===== src/rtl/onchip_mem_arbiter.sv =====
// Round-robin two-master arbiter for the single-port on-chip RAM, one access per clock.
// Optional statistics counters enabled by defining ONCHIP_ARB_STATS_EN.
module onchip_mem_arbiter #(
   parameter int unsigned ADDR_W = 18,
   parameter int unsigned DATA_W = 32,
   parameter int unsigned BE_W   = DATA_W / 8
) (
   input  logic              clk,
   input  logic              reset,
   input  logic              freeze,
   input  logic [ADDR_W-1:0] m0_address,
   input  logic [BE_W-1:0]   m0_byteenable,
   input  logic              m0_read,
   input  logic              m0_write,
   input  logic [DATA_W-1:0] m0_writedata,
   output logic              m0_waitrequest,
   output logic [DATA_W-1:0] m0_readdata,
   output logic              m0_readdatavalid,
   input  logic [ADDR_W-1:0] m1_address,
   input  logic [BE_W-1:0]   m1_byteenable,
   input  logic              m1_read,
   input  logic              m1_write,
   input  logic [DATA_W-1:0] m1_writedata,
   output logic              m1_waitrequest,
   output logic [DATA_W-1:0] m1_readdata,
   output logic              m1_readdatavalid,
   output logic [ADDR_W-1:0] mem_address,
   output logic [BE_W-1:0]   mem_byteenable,
   output logic              mem_chipselect,
   output logic              mem_write,
   output logic [DATA_W-1:0] mem_writedata,
   output logic              mem_clken,
   input  logic [DATA_W-1:0] mem_readdata
`ifdef ONCHIP_ARB_STATS_EN
   ,
   input  logic              stats_clear,
   output logic [31:0]       m0_grant_count,
   output logic [31:0]       m1_grant_count,
   output logic [31:0]       conflict_count
`endif
);

   logic              w_req0, w_req1, w_allow;
   logic              w_grant0, w_grant1, w_grant, w_wr, w_issue_rd;
   logic              w_last_grant_nxt;
   logic              r_last_grant;
   logic              r_tag_valid, r_tag_master;
   logic              r_rdv0, r_rdv1;
   logic [DATA_W-1:0] r_rd0, r_rd1;

   // Grant, issue mux and round-robin next state.
   always_comb begin
      w_req0           = m0_read | m0_write;
      w_req1           = m1_read | m1_write;
      w_allow          = ~freeze & ~reset;
      w_grant0         = w_allow & w_req0 & (~w_req1 | r_last_grant);
      w_grant1         = w_allow & w_req1 & (~w_req0 | ~r_last_grant);
      w_grant          = w_grant0 | w_grant1;
      w_wr             = (w_grant0 & m0_write) | (w_grant1 & m1_write);
      w_issue_rd       = w_grant & ~w_wr;
      w_last_grant_nxt = r_last_grant;
      if (w_grant0)      w_last_grant_nxt = 1'b0;
      else if (w_grant1) w_last_grant_nxt = 1'b1;

      mem_chipselect   = w_grant;
      mem_write        = w_wr;
      mem_clken        = 1'b1;
      mem_address      = m0_address;
      mem_byteenable   = m0_byteenable;
      mem_writedata    = m0_writedata;
      if (w_grant1) begin
         mem_address    = m1_address;
         mem_byteenable = m1_byteenable;
         mem_writedata  = m1_writedata;
      end
      m0_waitrequest   = w_req0 & ~w_grant0;
      m1_waitrequest   = w_req1 & ~w_grant1;
   end

   // Read tag pipeline and response registers; freeze never stalls in-flight reads.
   always_ff @(posedge clk) begin
      if (reset) begin
         r_last_grant <= 1'b1;
         r_tag_valid  <= 1'b0;
         r_tag_master <= 1'b0;
         r_rdv0       <= 1'b0;
         r_rdv1       <= 1'b0;
         r_rd0        <= '0;
         r_rd1        <= '0;
      end else begin
         r_last_grant <= w_last_grant_nxt;
         r_tag_valid  <= w_issue_rd;
         r_tag_master <= w_grant1;
         r_rdv0       <= r_tag_valid & ~r_tag_master;
         r_rdv1       <= r_tag_valid & r_tag_master;
         if (r_tag_valid & ~r_tag_master) r_rd0 <= mem_readdata;
         if (r_tag_valid & r_tag_master)  r_rd1 <= mem_readdata;
      end
   end

   assign m0_readdata      = r_rd0;
   assign m1_readdata      = r_rd1;
   assign m0_readdatavalid = r_rdv0;
   assign m1_readdatavalid = r_rdv1;

   // Simultaneous read and write from one master is illegal; write wins in hardware.
   always_ff @(posedge clk) begin
      if (!reset) begin
         a_m0_rw: assert (!(m0_read && m0_write));
         a_m1_rw: assert (!(m1_read && m1_write));
      end
   end

`ifdef ONCHIP_ARB_STATS_EN
   localparam int unsigned CNT_W = 32;
   logic [CNT_W-1:0] r_m0_cnt, r_m1_cnt, r_conf_cnt;

   // Saturating counters; clear beats a simultaneous increment.
   always_ff @(posedge clk) begin
      if (reset || stats_clear) begin
         r_m0_cnt   <= '0;
         r_m1_cnt   <= '0;
         r_conf_cnt <= '0;
      end else begin
         if (w_grant0 && (r_m0_cnt != '1)) r_m0_cnt <= r_m0_cnt + CNT_W'(1);
         if (w_grant1 && (r_m1_cnt != '1)) r_m1_cnt <= r_m1_cnt + CNT_W'(1);
         if (w_req0 && w_req1 && (r_conf_cnt != '1)) r_conf_cnt <= r_conf_cnt + CNT_W'(1);
      end
   end

   assign m0_grant_count = r_m0_cnt;
   assign m1_grant_count = r_m1_cnt;
   assign conflict_count = r_conf_cnt;
`endif

endmodule


===== config.mk =====
export PLATFORM = sky130hd
export DESIGN_NAME = onchip_mem_arbiter
export DESIGN_NICKNAME = d
export VERILOG_FILES = /design/src/rtl/onchip_mem_arbiter.sv
export SDC_FILE = /design/constraint.sdc
export NUM_CORES = 1
export LEC_CHECK = 0
export CAP_MARGIN = 40
export CELL_PAD_IN_SITES_DETAIL_PLACEMENT = 0
export CELL_PAD_IN_SITES_GLOBAL_PLACEMENT = 1
export CORE_MARGIN = 1.5
export CORE_UTILIZATION = 22
export CTS_CLUSTER_SIZE = 24
export DETAILED_ROUTE_END_ITERATION = 7
export GPL_ROUTABILITY_DRIVEN = 0
export PLACE_DENSITY_LB_ADDON = 0.15
export SLEW_MARGIN = 20
export SYNTH_ARGS = -nofsm -noshare
export SYNTH_HDL_FRONTEND = slang
export SYNTH_SLANG_ARGS = --single-unit

===== constraint.sdc =====
create_clock -name clk -period 2 [get_ports clk]
set_input_delay 0.4 -clock clk [delete_from_list [all_inputs] [get_ports clk]]
set_output_delay 0.4 -clock clk [all_outputs]
set_load 0.02 [all_outputs]

==> metrics <==
outcome=complete, but fails checks; violated checks=setup timing; crit-path max cell delay=0.30 ns; critical path's slowest cell=mux2_4; worst path bufs/invs=6; Worst-Margin Slew=0.748 ns; Core Area=0.0151 mm2; Logic pwr share=0.266; Clk network pwr share=0.365; maxcap violations=0; clock sinks=69; die area=0.0160 mm2; # diodes=0; Worst path top cell family by delay=buffers and inverters; area growth from synthesis to final layout=106%; post-synth top area share=0.411; CTS tree=done; FILL cells=1457; fin crit share=1.12; synthesized area=0.00336 mm2; R2R setup slack=0.68 ns; port buffer count=270; residual DRC count=0; Worst-Skew Late Latency=0.33 ns; Fin. Hold Viols=0; largest net degree at the start of global routing=69; Non-Filler Instances=859; #FFs+latches synth=69; Final ANT Viol Nets=0; RSZ-0062 raised after global routing=yes; max_slew headroom=0.501; Layout Skew=0.00517 ns; most frequent cells in the layout=206 x clkdlybuf4s50_1, 130 x nand2_1, 68 x dfxtp_1, 66 x a21oi_1, 61 x buf_6; initial antenna violation count=0; die height=127 um; vias in the first global route=3587; Register Area=0.00138 mm2; # setup viols final=51; worst slack, placed=-0.814 ns; worst setup margin=-0.239 ns; P_int=2860 uW; DR vias/cell=4.28; Detailed Routing Iterations Pass 1=4; Syn Nets=519; post-layout min period=2.24 ns; Post-Syn Instances=372; multi-input logic area=0.00179 mm2; Net Sw Power=979 uW; Crit Path Max Fanout=8; first-pass GRT wire length=20700 um; Layout Nets=814; Pwr Density=555 mW/mm2; CTS buffer count=9; Yosys cell types=27; row count=45; cell area after placement=0.00634 mm2; post-synth top area cell=dfxtp_1; Total GRT Usage=0.169; starting density of the core=0.223; final instance area=0.00693 mm2; DR WL/cell=16.3 um; clock buffer depth=2; Horiz. Die Dim=127 um; DPL Wire Length=10400 um; FMAX=0.447 GHz; Max Slew Vio Count=0; DP Cell Count=828; Clock Tree Root=clkbuf_16; worst path cell trace=clkdlybuf4s15_2, o21ai_2, nand3b_1, buf_6, buf_12, buf_8, buf_16, mux2_4, buf_6; nature of the critical path startpoint=input pin; commonest non-fill, non-tap cell in the layout=clkdlybuf4s50_1; vias=3680; Arrival @ worst endpoint=1.84 ns; DR iter-0 viols=119; critical path class=input pin to output pin; ranking of synthesized cells by area=dfxtp_1 41%, mux2_4 22%, nand2_1 15%; switch share=0.255; most used cell, CP=buf_6; WP data required=1.60 ns; H-tree depth=3; Seq/Total Area, Yosys=0.411; share of cells above drive strength 1=0.265; Top Ports=272; final WL=14000 um; syn avg cell area=9.04 um2; total congestion overflow=0; maximum VDD drop=0.405 mV; Yosys Warn Count=0; crit path capture type=output pin; Static Leak=0.00281 uW; Worst-path clk slew=0.05 ns; Hold Crit Class=flip-flop to flip-flop; Reg power frac=0.369
## routing by layer
metal	vias to the layer above	wire, um	track usage
li1	1827	-	-
met1	1705	6000	0.206
met2	137	6850	0.287
met3	11	992	0.0536
met4	0	141	0.0487
met5	-	0	0
## stage by stage
stage	utilization	hold slack (ns)	TNS [ns]	power, uW
global route	0.459	0.467	-10.77	4040
detailed placement	0.420	0.447	-43.27	2410
global placement	0.420	0.442	-41.95	2400
CTS	0.456	0.454	-9.48	3900
finish	0.459	0.453	-8.03	3840
floorplan	-	0.533	0	1840
## kinds of logic (layout without fill, tap and decap cells)
| kind of cell | after synthesis | after routing | share of synthesized area |
|---|---|---|---|
| buffers and inverters | 31 | 330 | 0.0666 |
| muxes | 54 | 54 | 0.235 |
| other | 1 | 1 | 0.00112 |
| DFF | 69 | 69 | 0.411 |
| and+or+nand+nor | 144 | 144 | 0.173 |
| AOI/OAI and AO/OA | 73 | 73 | 0.113 |
## area by class of cell
cell class	instances	share of cell area
Clock buffer	11	0.0336
Tap cell	188	0.0340
Timing Repair Buffer	314	0.470
Inverter	1	0.000542
Multi-Input combinational cell	272	0.259
Clock inverter	4	0.00379
Sequential cell	69	0.200
## power groups by stage
stage	Clock [uW]	Sequential, uW	Combinational (uW)
finish	1400	1420	1020
global route	1540	1420	1080
CTS	1470	1420	1020
detailed placement	0	1450	960
global placement	0	1450	954
floorplan	0	1480	361
## path summary, 6_finish.rpt
path              cells after the start                         start                      endpoint
setup / recovery                      9                       m0_read             mem_writedata[19]
hold / removal                        2  m1_readdata[28]$_SDFFE_PP0P_  m1_readdata[28]$_SDFFE_PP0P_
setup reg to reg                      4        r_tag_valid$_SDFF_PP0_  m0_readdata[30]$_SDFFE_PP0P_
hold reg to reg                       2  m1_readdata[28]$_SDFFE_PP0P_  m1_readdata[28]$_SDFFE_PP0P_
## synth_stat cells, drive strengths merged
library cell,number
a211o,1
a21oi,66
and2,1
buf,14
clkbuf,16
conb,1
dfxtp,69
inv,1
mux2,54
nand2,130
nand2b,1
nand3b,1
nor2,4
nor2b,2
nor3b,3
nor4,2
o21a,1
o21ai,3
o31a,1
o31ai,1
## flip-flops by register name, indices dropped and copies added (netlist names)
signal and flops:
r_tag_valid 1, r_last_grant 1, r_tag_master 1, m0_readdata 32, m1_readdata 32, m0_readdatavalid 1
m1_readdatavalid 1
## worst reg2reg max path: stages (launching register included)
cell	delay, ns
dfxtp_1	0.37
nor2b_4	0.46
buf_12	0.22
nand2_1	0.07
a21oi_1	0.12
## repair_timing
action	CTS	global route
hold buffers	0	0
endpoints found under the hold margin	0	0
pin swaps	2	1
endpoints found under the setup margin	58	54
setup buffers	14	4
resized for setup	349	18
cloned	2	0
Note: power is estimated with default switching activity, not from simulation.
